[src/rtl/mat_tile_reader_pkg.sv]
// Shared types and constants for the matrix tile read sequencer.
package mat_tile_reader_pkg;

  localparam int ADDR_W      = 16;
  localparam int DATA_W      = 16;
  localparam int MAX_MEM_LAT = 4;

  typedef enum logic [1:0] {
    IDLE  = 2'd0,
    RUN   = 2'd1,
    DRAIN = 2'd2,
    FIN   = 2'd3
  } state_t;

endpackage

[src/rtl/mat_tile_reader_if.sv]
// Controller/memory/stream signal bundle of the tile reader; the reader uses the slave side.
interface mat_tile_reader_if;
  import mat_tile_reader_pkg::*;

  logic              start;
  logic [ADDR_W-1:0] base_addr;
  logic [ADDR_W-1:0] n_rows;
  logic [ADDR_W-1:0] n_cols;
  logic [ADDR_W-1:0] row_stride;
  logic              stall;
  logic [ADDR_W-1:0] mem_addr;
  logic              mem_rd_en;
  logic [DATA_W-1:0] mem_rd_data;
  logic [DATA_W-1:0] data_out;
  logic              data_valid;
  logic              last;
  logic              busy;
  logic              done;

  modport slave (
    input  start, base_addr, n_rows, n_cols, row_stride, stall, mem_rd_data,
    output mem_addr, mem_rd_en, data_out, data_valid, last, busy, done
  );

  modport master (
    output start, base_addr, n_rows, n_cols, row_stride, stall, mem_rd_data,
    input  mem_addr, mem_rd_en, data_out, data_valid, last, busy, done
  );

endinterface

[src/rtl/mat_tile_reader_rd_valid_pipe.sv]
// Valid/last tag pipeline that tracks each issued read until its data returns from memory.
module rd_valid_pipe
  import mat_tile_reader_pkg::*;
#(
  parameter int MEM_LAT = 1
) (
  input  logic clk,
  input  logic reset,
  input  logic in_valid,
  input  logic in_last,
  output logic out_valid,
  output logic out_last
);

  // Out-of-range latencies are illegal; clamp so the structure still elaborates.
  localparam int DEPTH = (MEM_LAT < 1) ? 1 :
                         ((MEM_LAT > MAX_MEM_LAT) ? MAX_MEM_LAT : MEM_LAT);

  logic [DEPTH-1:0] valid_r;
  logic [DEPTH-1:0] last_r;

  always_ff @(posedge clk) begin
    if (reset) begin
      valid_r <= {DEPTH{1'b0}};
      last_r  <= {DEPTH{1'b0}};
    end else begin
      valid_r[0] <= in_valid;
      last_r[0]  <= in_last;
      for (int i = 1; i < DEPTH; i++) begin
        valid_r[i] <= valid_r[i-1];
        last_r[i]  <= last_r[i-1];
      end
    end
  end

  assign out_valid = valid_r[DEPTH-1];
  assign out_last  = last_r[DEPTH-1];

endmodule

[src/rtl/mat_tile_reader.sv]
// Walks a rectangular tile of data memory row by row, one read per unstalled cycle,
// and returns the words in order with valid/last flags.
module mat_tile_reader
  import mat_tile_reader_pkg::*;
#(
  parameter int MEM_LAT = 1
) (
  input  logic             clk,
  input  logic             reset,
  mat_tile_reader_if.slave bus
);

  state_t            state_r;
  state_t            state_nxt;
  logic [ADDR_W-1:0] n_rows_r;
  logic [ADDR_W-1:0] n_cols_r;
  logic [ADDR_W-1:0] stride_r;
  logic [ADDR_W-1:0] row_r;
  logic [ADDR_W-1:0] col_r;
  logic [ADDR_W-1:0] row_base_r;
  logic [DATA_W-1:0] data_out_r;
  logic              data_valid_r;
  logic              last_r;
  logic              start_s;
  logic              issue_s;
  logic              col_end_s;
  logic              row_end_s;
  logic              issue_last_s;
  logic              pipe_valid_s;
  logic              pipe_last_s;

  assign start_s      = (state_r == IDLE) && bus.start;
  assign issue_s      = (state_r == RUN) && !bus.stall;
  assign col_end_s    = (col_r == (n_cols_r - 16'd1));
  assign row_end_s    = (row_r == (n_rows_r - 16'd1));
  assign issue_last_s = issue_s && col_end_s && row_end_s;

  always_ff @(posedge clk) begin
    if (reset) begin
      state_r <= IDLE;
    end else begin
      state_r <= state_nxt;
    end
  end

  always_comb begin
    state_nxt = state_r;
    case (state_r)
      IDLE: begin
        if (bus.start) begin
          if ((bus.n_rows == 16'd0) || (bus.n_cols == 16'd0)) begin
            state_nxt = FIN;
          end else begin
            state_nxt = RUN;
          end
        end else begin
          state_nxt = IDLE;
        end
      end
      RUN: begin
        if (issue_last_s) begin
          state_nxt = DRAIN;
        end else begin
          state_nxt = RUN;
        end
      end
      // The final word is visible on the outputs this cycle, so done follows next.
      DRAIN: begin
        if (data_valid_r && last_r) begin
          state_nxt = FIN;
        end else begin
          state_nxt = DRAIN;
        end
      end
      FIN:     state_nxt = IDLE;
      default: state_nxt = IDLE;
    endcase
  end

  // Tile parameters and row/column walk; row_base carries the running row start address.
  always_ff @(posedge clk) begin
    if (reset) begin
      n_rows_r   <= 16'd0;
      n_cols_r   <= 16'd0;
      stride_r   <= 16'd0;
      row_r      <= 16'd0;
      col_r      <= 16'd0;
      row_base_r <= 16'd0;
    end else if (start_s) begin
      n_rows_r   <= bus.n_rows;
      n_cols_r   <= bus.n_cols;
      stride_r   <= bus.row_stride;
      row_r      <= 16'd0;
      col_r      <= 16'd0;
      row_base_r <= bus.base_addr;
    end else if (issue_s) begin
      if (col_end_s) begin
        col_r      <= 16'd0;
        row_base_r <= row_base_r + stride_r;
        row_r      <= row_r + 16'd1;
      end else begin
        col_r      <= col_r + 16'd1;
      end
    end
  end

  rd_valid_pipe #(
    .MEM_LAT (MEM_LAT)
  ) u_rd_valid_pipe (
    .clk       (clk),
    .reset     (reset),
    .in_valid  (issue_s),
    .in_last   (issue_last_s),
    .out_valid (pipe_valid_s),
    .out_last  (pipe_last_s)
  );

  always_ff @(posedge clk) begin
    if (reset) begin
      data_out_r   <= 16'd0;
      data_valid_r <= 1'b0;
      last_r       <= 1'b0;
    end else begin
      data_valid_r <= pipe_valid_s;
      last_r       <= pipe_valid_s && pipe_last_s;
      if (pipe_valid_s) begin
        data_out_r <= bus.mem_rd_data;
      end
    end
  end

  assign bus.mem_rd_en  = issue_s;
  assign bus.mem_addr   = issue_s ? (row_base_r + col_r) : 16'd0;
  assign bus.data_out   = data_out_r;
  assign bus.data_valid = data_valid_r;
  assign bus.last       = last_r;
  assign bus.busy       = (state_r != IDLE);
  assign bus.done       = (state_r == FIN);

endmodule

[src/flat_wrapper.sv]
// flat-port wrapper written by rule: the top's interface ports become plain ports
module mat_tile_reader_flat import mat_tile_reader_pkg::*;
#(
  parameter int MEM_LAT = 1
)
  (clk, reset, bus_start, bus_base_addr, bus_n_rows, bus_n_cols, bus_row_stride, bus_stall, bus_mem_rd_data, bus_mem_addr, bus_mem_rd_en, bus_data_out, bus_data_valid, bus_last, bus_busy, bus_done);
  mat_tile_reader_if bus_i ();
  input  logic clk;
  input  logic reset;
  input wire logic [$bits(bus_i.start)-1:0] bus_start;
  input wire logic [$bits(bus_i.base_addr)-1:0] bus_base_addr;
  input wire logic [$bits(bus_i.n_rows)-1:0] bus_n_rows;
  input wire logic [$bits(bus_i.n_cols)-1:0] bus_n_cols;
  input wire logic [$bits(bus_i.row_stride)-1:0] bus_row_stride;
  input wire logic [$bits(bus_i.stall)-1:0] bus_stall;
  input wire logic [$bits(bus_i.mem_rd_data)-1:0] bus_mem_rd_data;
  output wire logic [$bits(bus_i.mem_addr)-1:0] bus_mem_addr;
  output wire logic [$bits(bus_i.mem_rd_en)-1:0] bus_mem_rd_en;
  output wire logic [$bits(bus_i.data_out)-1:0] bus_data_out;
  output wire logic [$bits(bus_i.data_valid)-1:0] bus_data_valid;
  output wire logic [$bits(bus_i.last)-1:0] bus_last;
  output wire logic [$bits(bus_i.busy)-1:0] bus_busy;
  output wire logic [$bits(bus_i.done)-1:0] bus_done;
  assign bus_i.start = bus_start;
  assign bus_i.base_addr = bus_base_addr;
  assign bus_i.n_rows = bus_n_rows;
  assign bus_i.n_cols = bus_n_cols;
  assign bus_i.row_stride = bus_row_stride;
  assign bus_i.stall = bus_stall;
  assign bus_i.mem_rd_data = bus_mem_rd_data;
  assign bus_mem_addr = bus_i.mem_addr;
  assign bus_mem_rd_en = bus_i.mem_rd_en;
  assign bus_data_out = bus_i.data_out;
  assign bus_data_valid = bus_i.data_valid;
  assign bus_last = bus_i.last;
  assign bus_busy = bus_i.busy;
  assign bus_done = bus_i.done;
  mat_tile_reader #(.MEM_LAT(MEM_LAT)) u_core (.clk(clk), .reset(reset), .bus(bus_i));
endmodule
[config.mk]
export PLATFORM = sky130hd
export DESIGN_NAME = mat_tile_reader_flat
export DESIGN_NICKNAME = d
export VERILOG_FILES = /design/src/rtl/mat_tile_reader_pkg.sv /design/src/rtl/mat_tile_reader_if.sv /design/src/rtl/mat_tile_reader_rd_valid_pipe.sv /design/src/rtl/mat_tile_reader.sv /design/src/flat_wrapper.sv
export SDC_FILE = /design/constraint.sdc
export NUM_CORES = 1
export LEC_CHECK = 0
export ABC_CLOCK_PERIOD_IN_PS = 3300
export CORE_MARGIN = 2
export CORE_UTILIZATION = 30
export CTS_CLUSTER_DIAMETER = 40
export DETAILED_ROUTE_END_ITERATION = 6
export GPL_TIMING_DRIVEN = 0
export HOLD_SLACK_MARGIN = 0.08
export PLACE_DENSITY = 0.61
export SETUP_SLACK_MARGIN = 0.2
export SYNTH_ARGS = -nofsm -noshare
export SYNTH_HDL_FRONTEND = slang
export SYNTH_SLANG_ARGS = --single-unit
[constraint.sdc]
create_clock -name clk -period 3.3 [get_ports clk]
set_input_delay 0.99 -clock clk [delete_from_list [all_inputs] [get_ports clk]]
set_output_delay 0.99 -clock clk [all_outputs]
set_load 0.05 [all_outputs]
# Word level (Yosys, flattened, before mapping)
# Cells that the tools add are included.
# totals
register_bits	118
out_inout_bits	37
# classes
add_sub_neg	6
mux	10
n_eq_ne	5
reduce_logical	17
# ops
op	count
16-bit 2-to-1 mux	5
16-bit by 1-bit adder with 16-bit output (second input constant)	2
16-bit adder	2
16-bit equality test	2
16-bit logical NOT	2
16-bit by 1-bit subtractor with 16-bit output (second input constant)	2
2-bit one-hot mux with 4 select lines	1
1-bit logical AND	6
2-bit 2-to-1 mux	3
2-bit nonzero test	3
2-bit equality test (second input constant)	2
2-bit AND reduction	2
2-bit by 1-bit equality test with 1-bit output (second input constant)	1
2-bit logical NOT	1
2-bit OR reduction	1
1-bit logical NOT	1
1-bit logical OR	1
1-bit 2-to-1 mux	1

# Depth between registers and ports, before layout
# Gate-level depths: netlist of the first run.
# logic_depth
word_depth	6
mapped_depth	13
mapped_depth_nobuf	11

# Cells and area by module
# A second synthesis of the first run with hierarchy kept.
# unflattened
hier_cells	886
hier_area_um2	7164.4
# modules_own_cells
mod	n_inst	area_per_inst_um2	cells_each
mat_tile_reader	1	7111.8	882
rd_valid_pipe	1	52.6	4

# Worst setup path after synthesis of the first run
# OpenSTA, ideal clock, no wires.
# synth_timing
path_type	reg2out
from	reg u_core.col_r[0]
to	out bus_mem_addr[14]
t_required_ns	2.310
path_stages_with_launch	11
path_slack_ns	-0.925
arrival_ns	3.235
n_path_buf	0
path_cell_list	dfxtp_1 ha_1 fa_1 a21o_1 a21o_1 a21oi_1 o21ai_0 a41oi_1 a211oi_1 o21a_1 nor3_1
# synth_between
elab_chain_len	2
# synth_lines
element	line_no	source
start, declared	mat_tile_reader.sv:19	logic [ADDR_W-1:0] col_r;
start signal, assigned	mat_tile_reader.sv:102	col_r <= col_r + 16'd1;
16-bit adder	mat_tile_reader.sv:133	assign bus.mem_addr = issue_s ? (row_base_r + col_r) : 16'd0;
16-bit 2-to-1 mux	mat_tile_reader.sv:133	
end, declared	flat_wrapper.sv:17	output wire logic [$bits(bus_i.mem_addr)-1:0] bus_mem_addr;
# No other way between the ends.

# Worst setup path in the final report of the first run
# layout_timing
from	reg u_core.row_base_r[0]
to	out bus_mem_addr[14]
# layout_between
elab_chain_len	2
# layout_lines
element	line_no	source
start, declared	mat_tile_reader.sv:20	logic [ADDR_W-1:0] row_base_r;
start signal, assigned	mat_tile_reader.sv:95	row_base_r <= bus.base_addr;
start signal, assigned	mat_tile_reader.sv:99	row_base_r <= row_base_r + stride_r;
16-bit adder	mat_tile_reader.sv:133	
16-bit 2-to-1 mux	mat_tile_reader.sv:133	
# No other way between the ends.

==> results of run 1 <==
[sequential cells by signal (all words and copies together), names as in the netlist]
name	cells
u_core.u_rd_valid_pipe.out_valid	1
u_core.stride_r	16
u_core.n_rows_r	16
u_core.col_r	16
u_core.bus.data_out	16
u_core.u_rd_valid_pipe.out_last	1
u_core.row_base_r	16
u_core.n_cols_r	16
u_core.bus.data_valid	1
u_core.bus.last	1
u_core.state_r	2
u_core.row_r	16
[per-layer routing]
metal,up-vias,global-route usage
li1,3676,-
met1,3452,0.220
met3,50,0.0444
met5,-,0
met4,0,0.0881
met2,195,0.296
[power by group through the flow]
| stage | Combinational [µW] | Sequential, µW | Clock, µW |
|---|---|---|---|
| 5_1_grt | 997 | 1550 | 2060 |
| 3_5_place_dp | 786 | 1580 | 0 |
| 3_3_place_gp | 781 | 1580 | 0 |
| 6_report | 914 | 1550 | 1960 |
| 4_1_cts | 867 | 1550 | 1990 |
| 2_1_floorplan | 511 | 1570 | 0 |
[critical path: stages (launching register included)]
cell,delay (ns)
dfxtp_4,0.36
ha_4,0.16
fa_2,0.35
a21o_1,0.18
a21o_1,0.21
a21oi_2,0.18
o21ai_2,0.09
a41oi_2,0.22
a211oi_2,0.13
o21a_1,0.22
nor3_4,0.16
buf_6,0.19
[layout make-up]
class / instances / share of cell area
plain buffers: 52 / 0.0280
clock buffers: 20 / 0.0427
clock inverters: 9 / 0.0143
inverters: 21 / 0.00783
multi-input cells: 752 / 0.495
flip-flops and latches: 118 / 0.223
well taps: 324 / 0.0379
repair buffers: 162 / 0.151
[logic make-up after synthesis]
kind of cell / after synthesis / synth area share
flops: 118 / 0.320
fa+ha+maj: 36 / 0.0631
mux: 39 / 0.0531
buf+inv: 73 / 0.0400
simple gates: 412 / 0.270
compound gates: 183 / 0.156
xor+xnor: 82 / 0.0974
[final timing paths]
check                                 endpoint                                       start  slack [ns]
min                 u_core.bus.last$_SDFF_PP0_  u_core.u_rd_valid_pipe.out_last$_SDFF_PP0_        0.43
min reg2reg         u_core.bus.last$_SDFF_PP0_  u_core.u_rd_valid_pipe.out_last$_SDFF_PP0_        0.43
max                           bus_mem_addr[14]           u_core.row_base_r[0]$_SDFFE_PP0P_       -0.57
max reg2reg  u_core.row_base_r[3]$_SDFFE_PP0P_             u_core.n_cols_r[6]$_SDFFE_PP0P_        0.08
[per-stage QoR]
step / TNS (ns) / cell area, µm² / total power [µW] / hold WS, ns
after floorplan: -0.00922 / 7480 / 2080 / 0.406
after global placement: -23.56 / 9080 / 2360 / 0.413
after detailed placement: -23.22 / 9080 / 2360 / 0.417
after CTS: -3.08 / 10400 / 4400 / 0.429
after global routing: -4.47 / 10700 / 4610 / 0.441
final: -3.25 / 10700 / 4420 / 0.429
[repair_timing]
action	in CTS	in global routing
gates cloned	3	1
gates resized for setup	201	71
endpoints found under the setup margin	67	65
buffers inserted	34	5
endpoints found under the hold margin	0	0
pin swaps	46	45
[synth_stat cells (3+ instances only)]
library cell and count:
and3_1 11, a211o_1 4, o31ai_1 5, nand2b_1 7, or2_2 3, or3_1 26, nand3_1 28, a21o_1 8
xnor2_1 56, nand2_1 153, and2_1 7, buf_1 3, nand4b_1 3, nor4_1 14, a31oi_1 7, nand4_1 13
or4_1 3, nand3b_1 4, a21oi_1 85, o21a_1 6, nor2_1 92, xor2_1 26, nor3_1 25, ha_1 34
o211ai_1 3, and4_1 4, o21bai_1 3, inv_1 20, mux2i_1 38, clkbuf_1 44, o21ai_0 18, nor2b_1 6
dfxtp_1 118, a211oi_1 21
==> results_dict.tcl, run 1 <==
set metrics [dict create \
    top_layer "met4" \
    synth_area_um2 7370 \
    drt_iter0_drc 422 \
    ys_ff_latch 118 \
    violations "setup timing" \
    cts_tree "yes" \
    area_growth_pct 45.2 \
    hold_depth 1 \
    synth_edf_count 0 \
    synth-async-reset-ratio 0 \
    wl_um 23600 \
    io_buffers 119 \
    final_common_cell "nand2_1" \
    routabilityCongestion 0.850 \
    grt_antenna_before_repair 0 \
    io-pin-count 121 \
    ys.flop_type "dfxtp_1" \
    worstSetupEndpointType "output port" \
    h-tree-depth 4 \
    maxCapViolations 0 \
    die_w_um 161 \
    cts_buffer_depth 2 \
    crit_required_ns 2.31 \
    synth.area.top_cells "dfxtp_1 32%, nand2_1 7.8%, xnor2_1 6.7%" \
    fill_cells 2423 \
    yosysTopAreaCellShare 0.320 \
    wire_per_inst_um 16.2 \
    slew_violations 0 \
    seq_area_um2 2390 \
    setup_slack_ns -0.565 \
    start_kind "flip-flop" \
    initial_core_util 0.304 \
    hpwl_um 17000 \
    postSynthCellCount 943 \
    outcome "finished, violations left" \
    drive_above_1_share 0.187 \
    worstHoldPathType "reg -> reg" \
    final_hold_viol_count 0 \
    power_frac_seq 0.350 \
    cts_hold_buf 0 \
    vias 7373 \
    crit_fanout 3 \
    syn_nets 1063 \
    swShare 0.279 \
    numCtsBuffers 17 \
    p_clk_frac 0.443 \
    final_cell_mix "151 x nand2_1, 109 x dfxtp_1, 101 x clkdlybuf4s50_1" \
    p_per_area_nw_per_um2 413 \
    worstSetupPathType "reg -> out" \
    fin_crit_sh 1.17 \
    synth.yosys.seq_area_share 0.320 \
    pre_cts_ws_ns -1.14 \
    grt_pass1_wl_um 37000 \
    viasPerCell 5.06 \
    fin_cells 1458 \
    syn_avg_cell_area_um2 7.82 \
    grt_pass1_vias 7167 \
    routed-wl-met2_um 11200 \
    pwr-share-comb 0.207 \
    cts_root_buf "clkbuf_16" \
    skew_ns 0.00772 \
    r2r_cells 11 \
    ys_types 73 \
    relSlewSlack 0.498 \
    p_int_uw 3180 \
    placed_cells 1386 \
    clk_pin_slew_ns 0.06 \
    fin_util 0.442 \
    finalSetupViolCount 10 \
    die_h_um 161 \
    firstDrtPassIters 5 \
    post-route-drc-count 0 \
    grt_overflow_total 0 \
    worstPathArrival_ns 2.88 \
    ir_worst_vdd_uv 230 \
    die-area_um2 25800 \
    core_area_um2 24200 \
    fmax_mhz 259 \
    tightest_slew_ns 0.748 \
    yosys_warnings 0 \
    rsz0062_at_grt "yes" \
    grt.total_usage 0.180 \
    switchingPower_uw 1240 \
    synth_top_area_cell "dfxtp_1" \
    antenna_cells 0 \
    min_period_ns 3.87 \
    multi_input_area_um2 5300 \
    clkLatencyLatePin_ns 0.42 \
    numClockSinks 118 \
    grt_max_degree 17 \
    cellLeakagePower_uw 0.00405 \
    rows 57 \
    ant_nets 0 \
    nets 1244 \
    m1WireLength_um 10200 \
    wl_met3_um 1330 \
]
Power figures use the tool's default switching activity.
==> run 2: changes to the inputs <==
--- a/config.mk
+++ b/config.mk
@@ -7,12 +7,12 @@
 export LEC_CHECK = 0
 export ABC_CLOCK_PERIOD_IN_PS = 3300
 export CORE_MARGIN = 2
-export CORE_UTILIZATION = 30
+export CORE_UTILIZATION = 49
 export CTS_CLUSTER_DIAMETER = 40
 export DETAILED_ROUTE_END_ITERATION = 6
 export GPL_TIMING_DRIVEN = 0
 export HOLD_SLACK_MARGIN = 0.08
-export PLACE_DENSITY = 0.61
+export PLACE_DENSITY = 0.79
 export SETUP_SLACK_MARGIN = 0.2
 export SYNTH_ARGS = -nofsm -noshare
 export SYNTH_HDL_FRONTEND = slang
==> run 2 against run 1 <==
Effect of this change: die area down 38%; worst hold slack worse by 0.00071 ns; global-route usage up 11 points; wire length up 7.1%; power down 0.62%; the flow still finishes with violations (setup timing); combinational power up 5.5%.
==> results_dict.tcl, run 2 (synthesis results as in run 1) <==
set metrics [dict create \
    outcome "finished, violations left" \
    violations "setup timing" \
    maxCapViolations 0 \
    antenna_cells 0 \
    crit_fanout 4 \
    routabilityCongestion 0.958 \
    reg2reg_from "u_core.n_cols_r[3]$_SDFFE_PP0P_" \
    clkLatencyLatePin_ns 0.43 \
    numClockSinks 118 \
    fin_cells 1322 \
    final_hold_viol_count 0 \
    relSlewSlack 0.517 \
    initial_core_util 0.504 \
    cellLeakagePower_uw 0.00407 \
    final_common_cell "nand2_1" \
    fin_crit_sh 1.16 \
    worstSetupPathType "reg -> out" \
    placed_cells 1246 \
    slew_violations 0 \
    cts_tree "yes" \
    cts_buffer_depth 2 \
    tightest_slew_ns 0.718 \
    viasPerCell 6.03 \
    die_h_um 127 \
    io-pin-count 121 \
    cts_root_buf "clkbuf_16" \
    grt_pass1_vias 7669 \
    ant_nets 0 \
    nets 1245 \
    fmax_mhz 262 \
    reg2reg_slack_ns -0.10 \
    grt_pass1_wl_um 37700 \
    power_uw 4390 \
    start_kind "flip-flop" \
    firstDrtPassIters 5 \
    drt_iter0_drc 703 \
    hold_depth 1 \
    rsz0062_at_grt "yes" \
    wire_per_inst_um 19.1 \
    fill_cells 1036 \
    grt_antenna_before_repair 0 \
    worstHoldPathType "reg -> reg" \
    r2r-end "u_core.row_r[10]$_SDFFE_PP0P_" \
    wl_um 25300 \
    holdPathEnd "u_core.bus.last$_SDFF_PP0_" \
    pre_cts_ws_ns -1.10 \
    crit_required_ns 2.31 \
    p_per_area_nw_per_um2 413 \
    grt_max_degree 17 \
    numCtsBuffers 17 \
    setup_slack_ns -0.519 \
    skew_ns 0.00708 \
    stdcell_area_um2 10600 \
    h-tree-depth 4 \
    io_buffers 119 \
    area_growth_pct 44.1 \
    die_w_um 127 \
    clk_pin_slew_ns 0.06 \
    worstPathArrival_ns 2.83 \
    r2r_cells 11 \
    die-area_um2 16000 \
    final_cell_mix "152 x nand2_1, 108 x dfxtp_1, 101 x clkdlybuf4s50_1" \
    multi_input_area_um2 5360 \
    ir_worst_vdd_uv 391 \
    grt_overflow_total 0 \
    vias 7978 \
    min_from "u_core.u_rd_valid_pipe.out_last$_SDFF_PP0_" \
    seq_area_um2 2390 \
    grt.total_usage 0.293 \
    drive_above_1_share 0.187 \
    post-route-drc-count 0 \
    core_area_um2 14600 \
    worstSetupEndpointType "output port" \
    hpwl_um 15800 \
    finalSetupViolCount 19 \
    placed_area_um2 8900 \
    rows 44 \
    min_period_ns 3.82 \
]
run 2: how the worst max path moves through the flow:
stage | from | end | slack, ns | cells past startpoint
2_1_floorplan | u_core.col_r[0]$_SDFFE_PP0P_ | bus_mem_addr[14] | -0.009 | 10
3_3_place_gp | bus_stall | bus_mem_addr[15] | -1.08 | 8
3_5_place_dp | bus_stall | bus_mem_addr[15] | -1.10 | 8
4_1_cts | u_core.row_base_r[0]$_SDFFE_PP0P_ | bus_mem_addr[14] | -0.47 | 11
5_1_grt | u_core.row_base_r[4]$_SDFFE_PP0P_ | bus_mem_addr[15] | -0.57 | 8
6_report | u_core.row_base_r[4]$_SDFFE_PP0P_ | bus_mem_addr[15] | -0.52 | 8
run 2: stage by stage:
stage | TNS (ns) | util | hold WS (ns)
2_1_floorplan | -0.00922 | - | 0.406
3_3_place_gp | -19.53 | 0.608 | 0.411
3_5_place_dp | -21.05 | 0.608 | 0.415
4_1_cts | -2.19 | 0.700 | 0.428
5_1_grt | -5.02 | 0.725 | 0.438
6_report | -3.32 | 0.725 | 0.428
run 2: per-layer routing:
metal | wire length [µm] | track usage | vias up
met2 | 12300 | 0.499 | 395
li1 | - | - | 3702
met1 | 9700 | 0.338 | 3780
met3 | 1930 | 0.0776 | 101
met4 | 1320 | 0.152 | 0
met5 | 0 | 0 | -
run 2: area by class of cell:
type                       count  share of cell area
inverter                      21             0.00860
clock buffer                  22              0.0437
sequential                   118               0.225
buffer                        52              0.0293
multi-input combinational    752               0.504
tap                          184              0.0217
timing repair buffer         163               0.156
clock inverter                10              0.0120
run 2: power breakdown:
part           switching [µW]  internal (µW)
Sequential               66.5           1480
Clock                     661           1220
Combinational             539            425
Total                    1270           3130
run 2: critical path: stages, from the launching register on:
cell      delay [ns]
dfxtp_1         0.52
ha_4            0.29
o21ai_0         0.25
a22oi_2         0.16
a211oi_2        0.33
o31ai_2         0.14
a2111o_1        0.47
nand3_4         0.10
buf_8           0.15
run 2: repair_timing:
| item | in CTS | in global routing |
|---|---|---|
| pin swaps | 40 | 44 |
| buffers inserted | 33 | 8 |
| hold buffers | 0 | 0 |
| gates cloned | 3 | 0 |
| setup endpoints to repair | 67 | 62 |
| gates resized for setup | 222 | 66 |
